**config.mk**
```make
export PLATFORM = sky130hd
export DESIGN_NAME = zint_ctrl
export DESIGN_NICKNAME = d
export VERILOG_FILES = /design/src/rtl/zint_ctrl.sv
export SDC_FILE = /design/constraint.sdc
export NUM_CORES = 1
export LEC_CHECK = 0
export BUFFER_PORTS_ARGS = -buffer_cell sky130_fd_sc_hd__buf_4
export CORE_MARGIN = 4
export CORE_UTILIZATION = 45
export CTS_CLUSTER_DIAMETER = 40
export DETAILED_ROUTE_END_ITERATION = 8
export GPL_TIMING_DRIVEN = 0
export PLACE_DENSITY = 0.69
export SKIP_LAST_GASP = 1
export SYNTH_ARGS = -nofsm -noshare
export SYNTH_HDL_FRONTEND = slang
export SYNTH_SLANG_ARGS = --single-unit
```
**constraint.sdc**
```tcl
create_clock -name clk -period 3.1 [get_ports clk]
set_input_delay 0.62 -clock clk [delete_from_list [all_inputs] [get_ports clk]]
set_output_delay 0.62 -clock clk [all_outputs]
set_load 0.005 [all_outputs]
```
**src/rtl/zint_ctrl.sv**
```systemverilog
`default_nettype none
// ============================================================================
//  Module   : zint_ctrl
//  Brief    : ZX-bus interrupt controller. Synchronises NUM_SRC interrupt lines,
//             applies polarity and level/edge modes, and keeps W1C pending
//             latches. It produces an enable-masked request and the
//             lowest-index pending source ID. When ZINT_PULSE_EN is defined,
//             int_req is pulse-shaped; otherwise it is the request delayed
//             by one register.
//  Revision : 1.0 - initial release
// ============================================================================
module zint_ctrl #(
    parameter int         NUM_SRC   = 4,
    parameter logic [7:0] SRC_POL   = 8'h01,
    parameter int         PULSE_LEN = 32,
    parameter int         HOLD_LEN  = 64
) (
    input  logic               clk,
    input  logic               rst,
    input  logic [NUM_SRC-1:0] src,
    input  logic               wr_stb,
    input  logic [1:0]         addr,
    input  logic [7:0]         wrdata,
    output logic [7:0]         rddata,
    output logic               int_req,
    output logic [2:0]         int_id
);

    localparam logic [1:0] c_ADDR_ENA  = 2'd0;
    localparam logic [1:0] c_ADDR_MODE = 2'd1;
    localparam logic [1:0] c_ADDR_PEND = 2'd2;
    localparam logic [1:0] c_ADDR_CTRL = 2'd3;

    logic [NUM_SRC-1:0] r_sync1;
    logic [NUM_SRC-1:0] r_sync2;
    logic [NUM_SRC-1:0] r_act_prev;
    logic [NUM_SRC-1:0] r_ena;
    logic [NUM_SRC-1:0] r_mode;
    logic [NUM_SRC-1:0] r_pend_edge;
    logic               r_gena;
    logic               r_int_req;

    logic [NUM_SRC-1:0] w_act;
    logic [NUM_SRC-1:0] w_rise;
    logic [NUM_SRC-1:0] w_clr;
    logic [NUM_SRC-1:0] w_mode_nxt;
    logic [NUM_SRC-1:0] w_pend;
    logic [NUM_SRC-1:0] w_hit;
    logic               w_any;
    logic               w_req;
    logic [2:0]         w_id;
    logic [7:0]         w_rd;
    logic               w_wr_ena;
    logic               w_wr_mode;
    logic               w_wr_pend;
    logic               w_wr_ctrl;
    logic               w_unused_wrdata;

    assign w_wr_ena  = wr_stb && (addr == c_ADDR_ENA);
    assign w_wr_mode = wr_stb && (addr == c_ADDR_MODE);
    assign w_wr_pend = wr_stb && (addr == c_ADDR_PEND);
    assign w_wr_ctrl = wr_stb && (addr == c_ADDR_CTRL);

    assign w_unused_wrdata = &{1'b0, wrdata};

    always_ff @(posedge clk) begin
        if (rst) begin
            r_sync1    <= '0;
            r_sync2    <= '0;
            r_act_prev <= '0;
        end else begin
            r_sync1    <= src;
            r_sync2    <= r_sync1;
            r_act_prev <= w_act;
        end
    end

    assign w_act      = r_sync2 ^ SRC_POL[NUM_SRC-1:0];
    assign w_rise     = w_act & ~r_act_prev;
    assign w_clr      = w_wr_pend ? wrdata[NUM_SRC-1:0] : '0;
    assign w_mode_nxt = w_wr_mode ? wrdata[NUM_SRC-1:0] : r_mode;

    // Edge latches are held at zero while a source is in level mode, so a
    // switch to edge mode starts clear unless an edge lands in that cycle.
    always_ff @(posedge clk) begin
        if (rst) begin
            r_ena       <= '0;
            r_mode      <= '0;
            r_gena      <= 1'b0;
            r_pend_edge <= '0;
        end else begin
            if (w_wr_ena) begin
                r_ena <= wrdata[NUM_SRC-1:0];
            end
            if (w_wr_ctrl) begin
                r_gena <= wrdata[7];
            end
            r_mode      <= w_mode_nxt;
            r_pend_edge <= w_mode_nxt & ((r_pend_edge & ~w_clr) | w_rise);
        end
    end

    assign w_pend = rst ? '0 : ((r_mode & r_pend_edge) | (~r_mode & w_act));
    assign w_hit  = w_pend & r_ena;
    assign w_any  = |w_hit;
    assign w_req  = r_gena & w_any;

    always_comb begin
        w_id = 3'd0;
        for (int i = NUM_SRC - 1; i >= 0; i--) begin
            if (w_hit[i]) begin
                w_id = 3'(i);
            end
        end
    end

    always_comb begin
        w_rd = 8'h00;
        case (addr)
            c_ADDR_ENA:  w_rd[NUM_SRC-1:0] = r_ena;
            c_ADDR_MODE: w_rd[NUM_SRC-1:0] = r_mode;
            c_ADDR_PEND: w_rd[NUM_SRC-1:0] = w_pend;
            c_ADDR_CTRL: w_rd = {r_gena, w_any, 3'b000, w_id};
        endcase
    end

`ifdef ZINT_PULSE_EN
    localparam int c_CNT_MAX = (PULSE_LEN > HOLD_LEN) ? PULSE_LEN : HOLD_LEN;
    localparam int c_CNT_W   = (c_CNT_MAX > 1) ? $clog2(c_CNT_MAX) : 1;
    localparam logic [c_CNT_W-1:0] c_PULSE_LOAD = c_CNT_W'(PULSE_LEN - 1);
    localparam logic [c_CNT_W-1:0] c_HOLD_LOAD  = c_CNT_W'(HOLD_LEN - 1);

    localparam logic [1:0] c_ST_IDLE   = 2'd0;
    localparam logic [1:0] c_ST_ASSERT = 2'd1;
    localparam logic [1:0] c_ST_HOLD   = 2'd2;

    logic [1:0]         r_state;
    logic [c_CNT_W-1:0] r_cnt;

    // HOLD re-arms straight into ASSERT when the request persists, so the
    // low gap between back-to-back pulses is exactly HOLD_LEN cycles.
    always_ff @(posedge clk) begin
        if (rst) begin
            r_state   <= c_ST_IDLE;
            r_cnt     <= '0;
            r_int_req <= 1'b0;
        end else begin
            case (r_state)
                c_ST_IDLE: begin
                    if (w_req) begin
                        r_state   <= c_ST_ASSERT;
                        r_cnt     <= c_PULSE_LOAD;
                        r_int_req <= 1'b1;
                    end
                end
                c_ST_ASSERT: begin
                    if (r_cnt == '0) begin
                        r_state   <= c_ST_HOLD;
                        r_cnt     <= c_HOLD_LOAD;
                        r_int_req <= 1'b0;
                    end else begin
                        r_cnt <= r_cnt - 1'b1;
                    end
                end
                c_ST_HOLD: begin
                    if (r_cnt == '0) begin
                        if (w_req) begin
                            r_state   <= c_ST_ASSERT;
                            r_cnt     <= c_PULSE_LOAD;
                            r_int_req <= 1'b1;
                        end else begin
                            r_state <= c_ST_IDLE;
                        end
                    end else begin
                        r_cnt <= r_cnt - 1'b1;
                    end
                end
                default: begin
                    r_state   <= c_ST_IDLE;
                    r_cnt     <= '0;
                    r_int_req <= 1'b0;
                end
            endcase
        end
    end
`else
    always_ff @(posedge clk) begin
        if (rst) begin
            r_int_req <= 1'b0;
        end else begin
            r_int_req <= w_req;
        end
    end
`endif

    assign rddata  = w_rd;
    assign int_req = r_int_req;
    assign int_id  = w_id;

endmodule
`default_nettype wire

```
==> key figures <==
Global routing
  – Global-route total usage across every layer: 14.52%
  – Antenna violations before repair: 0
  – Number of global-route vias before repair: 863
  – Maximum number of pins on one net before global-route repair: 15
  – GR Layer Usage met1: 18.27%
  – Met2 capacity usage during global routing: 24.29%
  – Most used routing layer: met2
  – Grt met3 use: 2.832%
  – GRT Residual Overflow: 0
  – Wire length of the first global-routing pass: 3850 um

Power and ir drop
  – Power per unit of standard cell area: 421.8 nW/um2
  – Leakage power summed over all cells: 0.6303 nW
  – Highest ir drop seen on vdd: 0.0003296 V
  – Total power: 0.0005979 W

Clocking
  – Clock-pin transition on the worst setup and hold timing paths: 0.14 ns
  – Count of hold-fix buffers inserted at cts: 0
  – Latest clock arrival within the worst-skew pair: 0.32 ns
  – Total of cells resized after clock tree synthesis: 0
  – Number of H-tree levels: 1
  – CTS Buf Count: 3
  – Count of clock tree sinks: 26
  – Clock tree from TritonCTS: done
  – Total setup buffers inserted after CTS: 0
  – CTS Buffer Depth: 2
  – Root Driver: sky130_fd_sc_hd__clkbuf_4

Drt
  – Number of nets with antenna violations after detailed routing: 0
  – DR vias: 918
  – Sum of routed wire length over all layers: 2401 um
  – Number of DRC markers in iteration 0: 11
  – Remaining routing DRC violations: 0
  – Detailed-route vias per instance: 5.128
  – Count of TritonRoute iterations in the first routing pass: 4
  – Post-detailed-route wirelength per cell: 13.41 um

Cells and area
  – Most frequent cells in the layout: sky130_fd_sc_hd__dfxtp_1, sky130_fd_sc_hd__buf_4, sky130_fd_sc_hd__mux2i_1, sky130_fd_sc_hd__nor2_1, sky130_fd_sc_hd__nor2b_1
  – Area added between synthesis and finish: 21.05%
  – Number of nets in the layout: 167
  – Leading cell type in the layout, fill and taps excluded: sky130_fd_sc_hd__dfxtp_1
  – Share of post-route cells with drive strength above 1: 26.17%
  – Number of antenna diodes: 0
  – Utilization after layout: 57.22%

Timing
  – Setup repair after global routing missed its margin: no
  – Tcrit/Tclk final: 79.55%
  – Minimum period implied by the final worst setup slack: 2.466 ns
  – Relative slew slack: 66.16%
  – Final setup vio count: 0
  – Max frequency: 405.5 MHz
  – Final Hold Fails: 0
  – Final count of pins violating max slew: 0
  – Fin Clk Skew: 0.001598 ns
  – Worst-Margin Slew: 0.5054 ns
  – Setup total negative slack: 0 ns

Floorplanning
  – Die X: 59.02 um
  – Boundary pin count: 29
  – Number of standard-cell rows in the floorplan: 18
  – Die area: 3483 um2
  – Y dimension of the die: 59.02 um
  – Starting density of the core: 47.27%
  – Total core area: 2477 um2

Synthesis
  – Number of cells produced by synthesis: 121
  – Number of unique standard cell types used by synthesis: 31
  – Netlist area before placement: 1171 um2
  – Synth Register Bits: 26
  – YS warnings: 0
  – Fraction of the yosys area taken by sequential cells: 44.44%
  – Post-synthesis average cell area: 9.679 um2

Placed design
  – Count of buffers from port buffering: 22
  – Post-detail-place hpwl: 1763 um
  – RePlAce Congestion: 0.7473

Critical path
  – Crit-path max cell delay: 0.40 ns
  – Library cell contributing the largest single delay on the critical path: sky130_fd_sc_hd__dfxtp_1
  – Critical path, cell by cell: mux2_4, and3_1, nor4_1, nor2_1, buf_4
  – Type of the worst setup path: flip-flop to primary output
  – Worst R2R End: int_req$_SDFF_PP0_
  – Gate family responsible for the most delay along the worst path: simple AND/OR/NAND/NOR gates
  – R2r startpoint: r_mode[3]$_SDFF_PP0_
  – Startpoint type of the worst setup path: flip-flop
  – Logic depth of the worst register-to-register path: 4
  – Worst Path Required: 2.48 ns
  – Worst path depth: 5
  – Critical path capture point type: primary output
  – Buffers & Inverters on Critical Path: 1
  – Register-to-register path setup slack: 1.59 ns
  – Worst Path Max Fanout: 4
  – Arrival time of data at the critical path endpoint: 1.85 ns

Hold path
  – Hold worst-path end: r_sync2[3]$_SDFF_PP0_
  – Launch instance of the worst min-delay path: r_sync1[3]$_SDFF_PP0_
  – Worst hold stages: 1
  – Worst min-delay path category: flip-flop to flip-flop

Flow run
  – Maximum Capacitance Violations: 0

Status
  – Outcome: completed
## metrics by stage
step	setup slack, ns	hold WS [ns]	cells	cell area (um2)
after floorplan	1.064	0.4138	123	1179
after global placement	0.7908	0.4167	175	1381
after detailed placement	0.7984	0.4231	175	1381
after CTS	0.6014	0.4548	179	1418
after global routing	0.5152	0.4740	179	1418
final	0.6340	0.4526	179	1418
## cell families after synthesis
| logic type | count (synthesis) | synth area share [%] |
|---|---|---|
| simple gates | 54 | 26.39 |
| other cells | 1 | 0.3202 |
| buf+inv | 11 | 7.051 |
| flops | 26 | 44.44 |
| compound gates | 14 | 8.547 |
| mux | 15 | 13.25 |
## cell usage after synthesis
| cell type | count | area [um2] |
|---|---|---|
| sky130_fd_sc_hd__dfxtp_1 | 26 | 520.5 |
| sky130_fd_sc_hd__mux2i_1 | 14 | 140.1 |
| sky130_fd_sc_hd__nor2_1 | 14 | 52.55 |
| sky130_fd_sc_hd__nor2b_1 | 14 | 87.58 |
| sky130_fd_sc_hd__a21oi_1 | 6 | 30.03 |
| sky130_fd_sc_hd__nand2_1 | 5 | 18.77 |
| sky130_fd_sc_hd__nor3_1 | 5 | 25.02 |
| sky130_fd_sc_hd__buf_4 | 3 | 22.52 |
| sky130_fd_sc_hd__clkbuf_8 | 3 | 41.29 |
| sky130_fd_sc_hd__inv_1 | 3 | 11.26 |
| sky130_fd_sc_hd__nand3_1 | 3 | 15.01 |
| sky130_fd_sc_hd__and3_1 | 2 | 12.51 |
| sky130_fd_sc_hd__clkbuf_1 | 2 | 7.510 |
| sky130_fd_sc_hd__nand3b_1 | 2 | 15.01 |
| sky130_fd_sc_hd__nor3b_1 | 2 | 15.01 |
| sky130_fd_sc_hd__o22ai_1 | 2 | 12.51 |
| sky130_fd_sc_hd__a211oi_2 | 1 | 12.51 |
| sky130_fd_sc_hd__a31o_1 | 1 | 8.760 |
| sky130_fd_sc_hd__a31o_2 | 1 | 8.760 |
| sky130_fd_sc_hd__a41o_1 | 1 | 10.01 |
| sky130_fd_sc_hd__and2b_2 | 1 | 8.760 |
| sky130_fd_sc_hd__and2b_4 | 1 | 10.01 |
| sky130_fd_sc_hd__and3b_1 | 1 | 8.760 |
| sky130_fd_sc_hd__conb_1 | 1 | 3.750 |
| sky130_fd_sc_hd__mux2_4 | 1 | 15.01 |
| sky130_fd_sc_hd__nor3b_2 | 1 | 12.51 |
| sky130_fd_sc_hd__nor4_1 | 1 | 6.260 |
| sky130_fd_sc_hd__nor4b_2 | 1 | 15.01 |
| sky130_fd_sc_hd__o2111ai_1 | 1 | 8.760 |
| sky130_fd_sc_hd__o32ai_1 | 1 | 8.760 |
| sky130_fd_sc_hd__or3_1 | 1 | 6.260 |
## power by group
group | switching (W) | internal [W]
combinational | 0.0000357 | 0.0000401
clock | 0.0000989 | 0.0000718
sequential | 0.00000598 | 0.000345
total | 0.000141 | 0.000457
## layout make-up
cell class                 count  area, um2
sequential                    26      520.5
fill                         226       1060
multi-input combinational     86      575.6
timing repair buffer          22      165.2
inverter                       3      11.26
buffer                         8      71.32
clock buffer                   4      36.28
tap                           30      37.54
## how the worst max path moves through the flow
stage,startpoint,to
5_1_grt,r_mode[3]$_SDFF_PP0_,rddata[6]
2_1_floorplan,rst,rddata[1]
4_1_cts,r_mode[3]$_SDFF_PP0_,rddata[6]
3_3_place_gp,rst,rddata[1]
3_5_place_dp,rst,rddata[1]
6_report,r_mode[3]$_SDFF_PP0_,rddata[6]
## per-layer routing
layer / share of wire [%] / vias up
met5: 0 / -
met4: 0.87 / 0
met3: 6.3 / 2
met2: 47 / 29
met1: 46 / 419
li1: - / 468
## registers in the layout, summed over array words and instances (netlist names)
signal and cells:
r_ena 4, int_req 1, r_pend_edge 4, r_gena 1, r_mode 4, r_sync2 4
r_act_prev 4, r_sync1 4
Note: power is estimated with default switching activity, not from simulation.
